[src/rtl/noc_pkg.sv]
// Shared NoC definitions: the flit layout, flit type codes and address field helpers.
package noc_pkg;

  localparam logic [2:0] FLIT_HEAD   = 3'b000;
  localparam logic [2:0] FLIT_BODY   = 3'b001;
  localparam logic [2:0] FLIT_TAIL   = 3'b010;
  localparam logic [2:0] FLIT_IDLE   = 3'b011;
  localparam logic [2:0] FLIT_SINGLE = 3'b100;

  localparam logic [31:0] IDLE_FLIT = 32'h6000_0000;

  typedef struct packed {
    logic [2:0]  ftype;
    logic [1:0]  vc;
    logic [26:0] payload;
  } flit_t;

  function automatic logic [3:0] addr_row(input logic [7:0] addr);
    return addr[7:4];
  endfunction

  function automatic logic [3:0] addr_col(input logic [7:0] addr);
    return addr[3:0];
  endfunction

  function automatic flit_t make_flit(input logic [2:0] ftype, input logic [1:0] vc,
                                      input logic [26:0] payload);
    flit_t f;
    f.ftype   = ftype;
    f.vc      = vc;
    f.payload = payload;
    return f;
  endfunction

endpackage

[src/rtl/noc_packetizer_if.sv]
// Core-side descriptor/payload handshakes plus the router-facing flit and full flags.
interface noc_packetizer_if;
  logic        msg_valid;
  logic        msg_ready;
  logic [7:0]  msg_dest;
  logic [3:0]  msg_len;
  logic [1:0]  msg_vc;
  logic        pl_valid;
  logic        pl_ready;
  logic [26:0] pl_data;
  logic [3:0]  full_in_vc;
  logic [31:0] flit_out;

  // master: the core and router environment; slave: the packetizer itself
  modport master (
    output msg_valid, msg_dest, msg_len, msg_vc, pl_valid, pl_data, full_in_vc,
    input  msg_ready, pl_ready, flit_out
  );

  modport slave (
    input  msg_valid, msg_dest, msg_len, msg_vc, pl_valid, pl_data, full_in_vc,
    output msg_ready, pl_ready, flit_out
  );
endinterface

[src/rtl/noc_packetizer.sv]
// Serialises core message descriptors and payload words into head/body/tail flits
// for the router core input, honouring per-VC full back-pressure.
module noc_packetizer
  import noc_pkg::*;
#(
    parameter int M       = 2,
    parameter int N       = 2,
    parameter int MAX_LEN = 8
) (
    input  logic                    clk,
    input  logic                    clr,
    input  logic [7:0]              current_address,
    noc_packetizer_if.slave         bus,
    output logic                    err_drop,
    output logic [15:0]             pkt_count
);

    localparam logic [1:0] S_IDLE = 2'd0;
    localparam logic [1:0] S_HEAD = 2'd1;
    localparam logic [1:0] S_BODY = 2'd2;
    localparam logic [1:0] S_DROP = 2'd3;

    localparam logic [3:0] LEN_CAP = MAX_LEN[3:0];
    localparam logic [4:0] ROWS    = M[4:0];
    localparam logic [4:0] COLS    = N[4:0];

    logic [1:0]  state;
    logic [7:0]  dest;
    logic [3:0]  len;
    logic [1:0]  vc;
    logic [3:0]  remaining;

    logic        vc_full;
    logic        pl_fire;
    logic        dest_ok;
    logic [3:0]  len_clamped;
    logic [26:0] head_payload;

    assign vc_full      = bus.full_in_vc[vc];
    assign dest_ok      = ({1'b0, addr_row(bus.msg_dest)} < ROWS) &&
                          ({1'b0, addr_col(bus.msg_dest)} < COLS);
    assign len_clamped  = (bus.msg_len > LEN_CAP) ? LEN_CAP : bus.msg_len;
    assign head_payload = {7'd0, len, dest, current_address};

    // Ready is masked by clr so nothing is taken while the block is held in reset.
    assign bus.msg_ready = (state == S_IDLE) && !clr;
    assign bus.pl_ready  = (state == S_BODY) && !vc_full;
    assign pl_fire       = bus.pl_valid && bus.pl_ready;
    assign err_drop      = (state == S_DROP);

    // NOTE: every register here is updated with <= so all of them see pre-edge values.
    always_ff @(posedge clk or posedge clr) begin
        if (clr) begin
            state     <= S_IDLE;
            dest      <= '0;
            len       <= '0;
            vc        <= '0;
            remaining <= '0;
            flit_out_reset();
            pkt_count <= '0;
        end else begin
            bus.flit_out <= IDLE_FLIT;
            case (state)
                S_IDLE: begin
                    if (bus.msg_valid) begin
                        dest  <= bus.msg_dest;
                        len   <= len_clamped;
                        vc    <= bus.msg_vc;
                        state <= dest_ok ? S_HEAD : S_DROP;
                    end
                end
                S_HEAD: begin
                    if (!vc_full) begin
                        if (len == 4'd0) begin
                            bus.flit_out <= make_flit(FLIT_SINGLE, vc, head_payload);
                            pkt_count    <= pkt_count + 16'd1;
                            state        <= S_IDLE;
                        end else begin
                            bus.flit_out <= make_flit(FLIT_HEAD, vc, head_payload);
                            remaining    <= len;
                            state        <= S_BODY;
                        end
                    end
                end
                S_BODY: begin
                    if (pl_fire) begin
                        bus.flit_out <= make_flit((remaining == 4'd1) ? FLIT_TAIL : FLIT_BODY,
                                                  vc, bus.pl_data);
                        remaining    <= remaining - 4'd1;
                        if (remaining == 4'd1) begin
                            pkt_count <= pkt_count + 16'd1;
                            state     <= S_IDLE;
                        end
                    end
                end
                default: state <= S_IDLE;
            endcase
        end
    end

    // The async clear drives the idle flit straight onto the link.
    task automatic flit_out_reset();
        bus.flit_out <= IDLE_FLIT;
    endtask

endmodule

[src/flat_wrapper.sv]
// flat-port wrapper written by rule: the top's interface ports become plain ports
module noc_packetizer_flat import noc_pkg::*;
#(
    parameter int M       = 2,
    parameter int N       = 2,
    parameter int MAX_LEN = 8
)
  (clk, clr, current_address, err_drop, pkt_count, bus_msg_valid, bus_msg_dest, bus_msg_len, bus_msg_vc, bus_pl_valid, bus_pl_data, bus_full_in_vc, bus_msg_ready, bus_pl_ready, bus_flit_out);
  noc_packetizer_if bus_i ();
  input  logic clk;
  input  logic clr;
  input  logic [7:0] current_address;
  output logic err_drop;
  output logic [15:0] pkt_count;
  input wire logic [$bits(bus_i.msg_valid)-1:0] bus_msg_valid;
  input wire logic [$bits(bus_i.msg_dest)-1:0] bus_msg_dest;
  input wire logic [$bits(bus_i.msg_len)-1:0] bus_msg_len;
  input wire logic [$bits(bus_i.msg_vc)-1:0] bus_msg_vc;
  input wire logic [$bits(bus_i.pl_valid)-1:0] bus_pl_valid;
  input wire logic [$bits(bus_i.pl_data)-1:0] bus_pl_data;
  input wire logic [$bits(bus_i.full_in_vc)-1:0] bus_full_in_vc;
  output wire logic [$bits(bus_i.msg_ready)-1:0] bus_msg_ready;
  output wire logic [$bits(bus_i.pl_ready)-1:0] bus_pl_ready;
  output wire logic [$bits(bus_i.flit_out)-1:0] bus_flit_out;
  assign bus_i.msg_valid = bus_msg_valid;
  assign bus_i.msg_dest = bus_msg_dest;
  assign bus_i.msg_len = bus_msg_len;
  assign bus_i.msg_vc = bus_msg_vc;
  assign bus_i.pl_valid = bus_pl_valid;
  assign bus_i.pl_data = bus_pl_data;
  assign bus_i.full_in_vc = bus_full_in_vc;
  assign bus_msg_ready = bus_i.msg_ready;
  assign bus_pl_ready = bus_i.pl_ready;
  assign bus_flit_out = bus_i.flit_out;
  noc_packetizer #(.M(M), .N(N), .MAX_LEN(MAX_LEN)) u_core (.clk(clk), .clr(clr), .current_address(current_address), .bus(bus_i), .err_drop(err_drop), .pkt_count(pkt_count));
endmodule
[config.mk]
export PLATFORM = sky130hd
export DESIGN_NAME = noc_packetizer_flat
export DESIGN_NICKNAME = d
export VERILOG_FILES = /design/src/rtl/noc_pkg.sv /design/src/rtl/noc_packetizer_if.sv /design/src/rtl/noc_packetizer.sv /design/src/flat_wrapper.sv
export SDC_FILE = /design/constraint.sdc
export NUM_CORES = 1
export LEC_CHECK = 0
export ABC_AREA = 0
export BUFFER_PORTS_ARGS = -buffer_cell sky130_fd_sc_hd__buf_2
export CAP_MARGIN = 5
export CORE_AREA = 2 2 77 97
export CTS_CLUSTER_DIAMETER = 200
export DETAILED_ROUTE_END_ITERATION = 6
export DIE_AREA = 0 0 79 99
export GPL_TIMING_DRIVEN = 0
export PLACE_DENSITY = 0.76
export SYNTH_ARGS = -nofsm -noshare
export SYNTH_HDL_FRONTEND = slang
export SYNTH_SLANG_ARGS = --single-unit
[constraint.sdc]
create_clock -name clk -period 2.1 [get_ports clk]
set_input_delay 0.21 -clock clk [delete_from_list [all_inputs] [get_ports clk]]
set_output_delay 0.21 -clock clk [all_outputs]
set_load 0.01 [all_outputs]
Yosys cells after proc, flatten, opt, wreduce, memory -nomap -nowiden
Index checks and enable logic that the tools add are counted.
{ "classes": {"magnitude_cmp": 4, "n_reduce_logical": 13, "addsub": 2, "n_eq_ne": 10, "n_mux": 24} }
{ "ops": {"columns": ["operator", "count"], "rows": [
  ["$mux 32", 3],
  ["$mux 16", 4],
  ["$pmux 32 s2", 1],
  ["$pmux 16 s2", 1],
  ["$add 16x1->16 const B", 1],
  ["$mux 4", 4],
  ["$mux 2", 7],
  ["$lt 4x2->1 const B", 2],
  ["$ne 2x2->1 const B", 4],
  ["$pmux 4 s2", 1],
  ["$reduce_and 4->1", 2],
  ["$pmux 2 s3", 1],
  ["$reduce_and 5->1", 1],
  ["$eq 2x2->1 const B", 2],
  ["$eq 4x1->1 const B", 1],
  ["$gt 4x4->1 const B", 1],
  ["$logic_and 1x1->1", 4],
  ["$logic_not 4->1", 1],
  ["$ne 2x1->1 const B", 2],
  ["$sub 4x1->4 const B", 1],
  ["$lt 2x3->1 const B", 1],
  ["$bmux 1 s2", 1],
  ["$eq 2x1->1 const B", 1],
  ["$logic_not 1->1", 2],
  ["4 further kinds", 4]
]} }
{ "word_totals": {"out_inout_bits": 51, "input_bits": 57, "elab_cells": 60, "register_bits": 68} }

Depth between registers and ports, before layout
Gate-level depths: netlist of run 1.
{ "logic_depth": {"ltp_word": 7, "ltp_mapped": 7, "depth_no_buf": 6} }

Worst setup path after synthesis of run 1
OpenSTA, ideal clock, no wires.
{ "synth_path": {"path_type": "reg2reg", "start": "register u_core.vc[0]", "end": "register u_core.pkt_count[14]", "period_less_slack_ps": 1956, "stages_incl_launch_ff": 6, "arrival_ps": 1831, "path_slack_ps": 144, "n_path_buf": 1, "required_time_ps": 1975, "setup_ps": 125, "path_cell_list": "dfrtp_1 > mux4_2 > a2111oi_4 > buf_6 > nand3_1 > xnor2_1"} }
{ "synth_between": {"elab_chain_len": 7, "word_cells_on_any_way": 8, "classes_between": "eq/ne (2); mux (2); reduce/logical (4)"} }
{ "synth_rtl": {"columns": ["element", "line_no", "source"], "rows": [
  ["start, declared", "noc_packetizer.sv:30", "logic [1:0] vc;"],
  ["start signal, assigned", "noc_packetizer.sv:68", "vc <= bus.msg_vc;"],
  ["$bmux 1 s2 *", "noc_packetizer.sv:39", "assign vc_full = bus.full_in_vc[vc];"],
  ["$mux 1 (implied by the code) *", "noc_packetizer.sv:39", null],
  ["$logic_not 1->1", "noc_packetizer.sv:47", "assign bus.pl_ready = (state == S_BODY) && !vc_full;"],
  ["$logic_and 1x1->1", "noc_packetizer.sv:47", null],
  ["$logic_and 1x1->1", "noc_packetizer.sv:48", "assign pl_fire = bus.pl_valid && bus.pl_ready;"],
  ["$ne 2x1->1 (no line)", null, null],
  ["$reduce_and 5->1 (no line) *", null, null],
  ["end signal, assigned", "noc_packetizer.sv:76", "pkt_count <= pkt_count + 16'd1;"],
  ["end signal, assigned", "noc_packetizer.sv:91", "pkt_count <= pkt_count + 16'd1;"],
  ["end, declared", "noc_packetizer.sv:15", "output logic [15:0] pkt_count"]
]} }
Mark *: on every way between the ends. The rest lies on a longest branch, timed or not. The select of a mux whose other input is x is not followed.
A chain may end at the register's enable or synchronous reset.

Worst setup path in the final report of run 1
{ "layout_path": {"start": "register u_core.len[3]", "end": "register u_core.pkt_count[1]"} }
{ "layout_between": {"elab_chain_len": 3} }
{ "layout_rtl": {"columns": ["element", "line_no", "source"], "rows": [
  ["start, declared", "noc_packetizer.sv:29", "logic [3:0] len;"],
  ["start signal, assigned", "noc_packetizer.sv:67", "len <= len_clamped;"],
  ["$logic_not 4->1", "noc_packetizer.sv:74", "if (len == 4'd0) begin"],
  ["$ne 2x1->1 (no line)", null, null],
  ["$reduce_and 5->1 (no line)", null, null]
]} }
No other way between the ends.

==> flow_summary.yaml, run 1 <==
run_status:
  status: "finished, final reports clean"
worst_setup_path:
  critical_path_required_ns: 2.34
  cp-endpoint: "u_core.pkt_count[1]"
  startpoint: "u_core.len[3]"
  crit_chain: "o41a_1, a2111oi_4, buf_4, mux2_2"
  r2r_end: "u_core.pkt_count[1]"
  worstReg2RegStart: "u_core.len[3]"
  endpoint_kind: "flop"
  reg2reg_slack_ns: 0.07
  slowest_stage: "o41a_1"
  critPathKind: "reg -> reg"
  crit_arrival_ns: 2.27
  cp-start-kind: "flop"
  cp_max_fo: 5
  reg2reg_depth: 4
  max_stage_delay_ns: 0.51
power_and_ir_drop:
  combPwrFrac_pct: 35.8
  peakVddDrop_mv: 0.549
  netSwitchingFraction_pct: 35.0
  p_switching_w: 0.00171
  p_int_w: 0.00316
  power-per-cell-area_nw_per_um2: 1250
  power_frac_clock_pct: 24.4
  power_leakage_nw: 2.00
  power_frac_seq_pct: 39.8
logic_synthesis:
  yosysUniqueCellTypes: 43
  synthFlopType: "dfrtp_1"
  yosysWarnings: 0
  synthTopCellsByArea: "dfrtp_1 56%, a22o_1 6.0%, mux2_2 5.4%, xnor2_1 4.2%, ha_1 3.0%"
  synthXorXnorAreaFrac_pct: 4.47
  synth_mux_area_share_pct: 6.13
  synth-seq-area-share_pct: 57.9
  yosys.area_share.simple_pct: 13.5
  ys_seq_elements: 68
  synth_top_family_by_area: "simple AND/OR/NAND/NOR gates"
  yosys.area_share.adder_pct: 2.98
  postSynthCellCount: 237
  yosysTopAreaCell: "dfrtp_1"
  avgSynthCellArea_um2: 12.4
  async_flop_share_pct: 100
  synth_commonest_cells: "66 x dfrtp_1, 20 x a22o_1, 14 x mux2_2, 14 x xnor2_1"
  synth-edff-count: 0
  synth-compound-area-share_pct: 12.3
  synth_top_area_share_pct: 56.1
  netlist_area_um2: 2940
  syn-num-nets: 301
  synth_most_common_cell: "dfrtp_1"
detailed_routing:
  detail_route.wl_per_cell_um: 15.1
  drc: 0
  viasPerCell: 5.11
  drtAntennaViolNets: 0
  via_count: 2340
  drt_iter0_markers: 95
  dr.pass1.iters: 4
  routed_wl_mm: 6.92
sta:
  hold_slack_ns: 0.0579
  fmax_mhz: 492
  drv_slew: 0
  tightest_slew_ns: 0.728
  fin_crit_ns: 2.03
  finalHoldViolCount: 0
  skew_ns: 0.00773
  setup_viol: 0
  relSlewSlack_pct: 51.4
  setup_slack_ns: 0.0694
  fin_crit_sh_pct: 96.7
  finalSetupTns_ns: 0
  rsz0062_at_grt: "false"
placed_design:
  preCtsSetupSlack_ns: -0.108
  dp_hpwl_mm: 5.09
  placed_cell_area_um2: 3610
  port_buffers: 107
  gp_congestion: 0.888
global_routing:
  grt_usage_pct: 18.8
  grt_pass1_wl_mm: 11.1
  grt_pass1_vias: 2326
  grt-ovfl-total: 0
  antenna_found_initial: 0
  grt_max_degree: 36
floorplanning:
  core_um2: 6890
  dieWidth_um: 79
  die_h_um: 99
  initial_core_util_pct: 42.7
  die_area_um2: 7820
  io_pins: 108
  row_count: 34
cts:
  clock-sinks: 68
  clock_path_buffers: 2
  cts_tree: "built"
  numCtsBuffers: 9
  clock_latency_ns: 0.35
  cts_root_buf: "clkbuf_8"
  htreeDepth: 3
  clk_pin_slew_ns: 0.08
layout:
  fin_area_um2: 3910
  diodes: 0
  area_growth_pct: 32.8
  fin_nets: 427
  layout-drive-gt1-share_pct: 44.0
  fillCellCount: 604
min_path:
  worstHoldStart: "bus_pl_data[26]"
  holdCritPathClass: "in -> reg"
run:
  maxCapViolCount: 0
==> critical path, delay by kind of cell, from the launching register on <==
kind	cells	cell delay, ns
AOI/OAI and AO/OA	2	0.95
DFF	1	0.45
muxes	1	0.32
buffers and inverters	1	0.20
==> cells by family after synthesis <==
kind of cell | Yosys count
simple gates | 70
flops | 68
compound gates | 44
buf+inv | 18
xor+xnor | 15
mux | 15
fa+ha+maj | 7
==> flip-flops by register name, indices dropped and copies added, names as in the netlist <==
register,cells
u_core.bus.flit_out,32
u_core.pkt_count,16
u_core.dest,8
u_core.len,4
u_core.remaining,4
u_core.state,2
u_core.vc,2
==> area by class of cell <==
class,count,area (µm²),area share [%]
Buffer,8,51.3,1.31
Sequential cell,68,1700,43.6
Multi-Input combinational cell,151,1170,29.9
Clock buffer,9,124,3.17
Timing Repair Buffer,115,611,15.6
Clock inverter,7,98.8,2.53
Inverter,10,37.5,0.961
Tap cell,90,113,2.88
==> metal layers <==
layer  share of wire, %  track usage [%]  vias to the layer above
met1                 39             22.2                     1113
li1                   -                -                     1105
met5                  0                0                        -
met3                7.1             5.77                       29
met4                4.9             13.4                        0
met2                 49             29.1                       93
==> how the worst min path moves through the flow <==
| stage | cells past startpoint | to | slack [ns] |
|---|---|---|---|
| 2_1_floorplan | 1 | u_core.bus.flit_out[20] | 0.34 |
| 6_report | 2 | u_core.bus.flit_out[26] | 0.06 |
| 3_5_place_dp | 2 | u_core.len[1] | 0.38 |
| 4_1_cts | 2 | u_core.bus.flit_out[26] | 0.04 |
| 3_3_place_gp | 2 | u_core.bus.flit_out[23] | 0.42 |
| 5_1_grt | 2 | u_core.bus.flit_out[26] | 0.04 |
==> repair_timing <==
item | 4_1_cts | 5_1_grt
buffers inserted | 2 | 4
hold buffers | 1 | 0
gates resized for setup | 3 | 6
pin swaps | 1 | 1
hold endpoints to repair | 20 | 0
endpoints found under the setup margin | 32 | 41
==> power by group through the flow <==
| stage | Clock, W | Combinational, W | Sequential, W |
|---|---|---|---|
| 3_3_place_gp | 0 | 0.00161 | 0.00195 |
| 5_1_grt | 0.00129 | 0.00193 | 0.00199 |
| 3_5_place_dp | 0 | 0.00166 | 0.00196 |
| 2_1_floorplan | 0 | 0.00107 | 0.00199 |
| 4_1_cts | 0.00122 | 0.00172 | 0.00194 |
| 6_report | 0.00119 | 0.00174 | 0.00194 |
==> placed cells by master, fill, tap and decap left out, types with 4 or more instances in the layout <==
| master | Yosys | layout |
|---|---|---|
| a22o_1 | 20 | 20 |
| nand3_1 | 6 | 6 |
| mux2_2 | 14 | 14 |
| buf_2 | 3 | 109 |
| inv_1 | 10 | 9 |
| nand4_1 | 7 | 7 |
| and2_1 | 12 | 12 |
| o21ai_0 | 8 | 8 |
| xnor2_1 | 14 | 14 |
| dfrtp_1 | 66 | 66 |
| nand2_1 | 12 | 12 |
| ha_1 | 7 | 6 |
| buf_4 | 0 | 7 |
| clkbuf_8 | 0 | 9 |
| nor2b_1 | 4 | 4 |
| nand2b_1 | 4 | 4 |
| nor2_1 | 8 | 7 |
==> per-stage QoR <==
stage / instances / total power [W] / util, %
after global placement: 434 / 0.00356 / 52.1
after CTS: 454 / 0.00487 / 56.1
after detailed placement: 435 / 0.00362 / 52.4
after floorplan: 237 / 0.00307 / -
final: 458 / 0.00487 / 56.7
after global routing: 458 / 0.00521 / 56.7
Power figures use the tool's default switching activity.
==> run 2: changes to the inputs <==
==> constraint.sdc (replaced) <==
create_clock -name clk -period 2.1 [get_ports clk]
set_input_delay 0.21 -clock clk [delete_from_list [all_inputs] [get_ports clk]]
set_output_delay 0.21 -clock clk [all_outputs]
set_load 0.005 [all_outputs]
==> run 2 against run 1 <==
Net effect:
- count of clock-buffer cells in the layout is the same
- die area did not move
- routed wire length about the same
- clock skew did not move
- core utilization is the same
- critical path depth did not move
- global-route usage unchanged
- register-to-register slack hardly changed
- worst setup slack unchanged
- hold slack did not move
- critical endpoint unchanged
==> flow_summary.yaml, run 2 (synthesis results as in run 1) <==
run_status:
  status: "finished, final reports clean"
layout:
  layout-drive-gt1-share_pct: 44.0
  fillCellCount: 604
  regMostFlops: "u_core.bus.flit_out"
  final_cell_mix: "108 x buf_2, 66 x dfrtp_1, 20 x a22o_1, 14 x mux2_2, 14 x xnor2_1"
  largest_reg_flops: 32
  diodes: 0
  final_common_cell: "buf_2"
  fin_nets: 427
  largestRegisters: "u_core.bus.flit_out: 32 flops, u_core.pkt_count: 16 flops, u_core.dest: 8 flops"
  fin_area_um2: 3910
  area_growth_pct: 32.8
power_and_ir_drop:
  peakVddDrop_mv: 0.532
  combPwrFrac_pct: 34.7
  netSwitchingFraction_pct: 34.1
  power_leakage_nw: 2.00
  power-per-cell-area_nw_per_um2: 1230
  power_frac_clock_pct: 24.8
  p_int_w: 0.00316
  power_frac_seq_pct: 40.5
  power_w: 0.00479
  p_switching_w: 0.00163
sta:
  fin_crit_ns: 2.03
  tightest_slew_ns: 0.728
  setup_slack_ns: 0.0694
  relSlewSlack_pct: 51.4
  skew_ns: 0.00773
  finalHoldViolCount: 0
  setup_viol: 0
  drv_slew: 0
  fin_crit_sh_pct: 96.7
  rsz0062_at_grt: "false"
  fmax_mhz: 492
worst_setup_path:
  r2r_end: "u_core.pkt_count[1]"
  critPathKind: "reg -> reg"
  worstReg2RegStart: "u_core.len[3]"
  endpoint_kind: "flop"
  cp-start-kind: "flop"
  reg2reg_slack_ns: 0.07
  reg2reg_depth: 4
  cp_max_fo: 5
  crit_arrival_ns: 2.27
  critical_path_required_ns: 2.34
cts:
  numCtsBuffers: 9
  clk_pin_slew_ns: 0.08
  cts_root_buf: "clkbuf_8"
  clock_path_buffers: 2
  clock-sinks: 68
  htreeDepth: 3
  clock_latency_ns: 0.35
  cts_tree: "built"
floorplanning:
  core_um2: 6890
  initial_core_util_pct: 42.7
  io_pins: 108
  die_area_um2: 7820
  row_count: 34
  die_h_um: 99
  dieWidth_um: 79
run:
  maxCapViolCount: 0
min_path:
  holdCritPathClass: "in -> reg"
  worstHoldStart: "bus_pl_data[26]"
  min_to: "u_core.bus.flit_out[26]"
  holdPathStages: 2
global_routing:
  grt_max_degree: 36
  grt_usage_pct: 18.8
  antenna_found_initial: 0
  grt_pass1_wl_mm: 11.1
  grt-ovfl-total: 0
  grt_pass1_vias: 2326
detailed_routing:
  routed_wl_mm: 6.92
  drtAntennaViolNets: 0
  dr.pass1.iters: 4
  drt_iter0_markers: 95
  via_count: 2340
  viasPerCell: 5.11
  drc: 0
  detail_route.wl_per_cell_um: 15.1
placed_design:
  port_buffers: 107
  placed_cell_area_um2: 3610
  preCtsSetupSlack_ns: -0.108
  gp_congestion: 0.888
  dp_hpwl_mm: 5.09
-- run 2: cell count changes in the layout (fill, tap and decap cells not counted) --
cell,previous run,this run
buf_2,109,108
clkbuf_2,0,1
-- run 2: metal layers --
metal | GRT usage (%) | wire [µm] | up-vias
met5 | 0 | 0 | -
met4 | 13.4 | 339 | 0
met3 | 5.77 | 494 | 29
met2 | 29.1 | 3420 | 93
met1 | 22.2 | 2670 | 1113
li1 | - | - | 1105
-- run 2: through the flow --
| stage | cells | TNS, ns | hold slack (ns) | utilization, % |
|---|---|---|---|---|
| after detailed placement | 435 | -2.03 | 0.380 | 52.4 |
| after CTS | 454 | 0 | 0.0429 | 56.1 |
| after global routing | 458 | 0 | 0.0368 | 56.7 |
| after global placement | 434 | -42.05 | 0.419 | 52.1 |
| final | 458 | 0 | 0.0579 | 56.7 |
| after floorplan | 237 | 0 | 0.339 | - |
-- run 2: how the worst max path moves through the flow --
stage                             start  slack [ns]                      end  cells after the start
after global placement              clr       -0.62  u_core.bus.flit_out[22]                      2
after floorplan            u_core.vc[0]        0.15     u_core.pkt_count[14]                      5
after global routing      u_core.len[3]       0.009      u_core.pkt_count[1]                      4
final                     u_core.len[3]        0.07      u_core.pkt_count[1]                      4
after CTS                  u_core.vc[0]        0.03  u_core.bus.flit_out[19]                      5
after detailed placement   u_core.vc[0]       -0.11   u_core.bus.flit_out[9]                      5
-- run 2: power groups by stage --
| stage | combinational (W) | clock [W] | sequential, W |
|---|---|---|---|
| detailed placement | 0.00159 | 0 | 0.00196 |
| floorplan | 0.00107 | 0 | 0.00193 |
| global placement | 0.00154 | 0 | 0.00195 |
| CTS | 0.00164 | 0.00122 | 0.00194 |
| global route | 0.00186 | 0.00129 | 0.00199 |
| finish | 0.00167 | 0.00119 | 0.00194 |
-- run 2: timing repair --
item	in CTS	in global routing
hold buffers	1	0
resized for setup	3	5
pin swaps	1	1
endpoints found under the setup margin	32	41
hold endpoints to repair	20	0
buffers inserted	2	4
-- run 2: critical path: stages, from the launching register on --
cell       delay (ns)
dfrtp_1          0.45
o41a_1           0.51
a2111oi_4        0.44
buf_4            0.20
mux2_2           0.32
-- run 2: cell type report --
| class | count | area [µm²] | share of cell area, % |
|---|---|---|---|
| Tap cell | 90 | 113 | 2.88 |
| Multi-Input combinational cell | 151 | 1170 | 29.9 |
| Clock buffer | 9 | 124 | 3.17 |
| Sequential cell | 68 | 1700 | 43.6 |
| Buffer | 8 | 51.3 | 1.31 |
| Clock inverter | 7 | 98.8 | 2.53 |
| Inverter | 10 | 37.5 | 0.961 |
| Timing Repair Buffer | 115 | 611 | 15.6 |
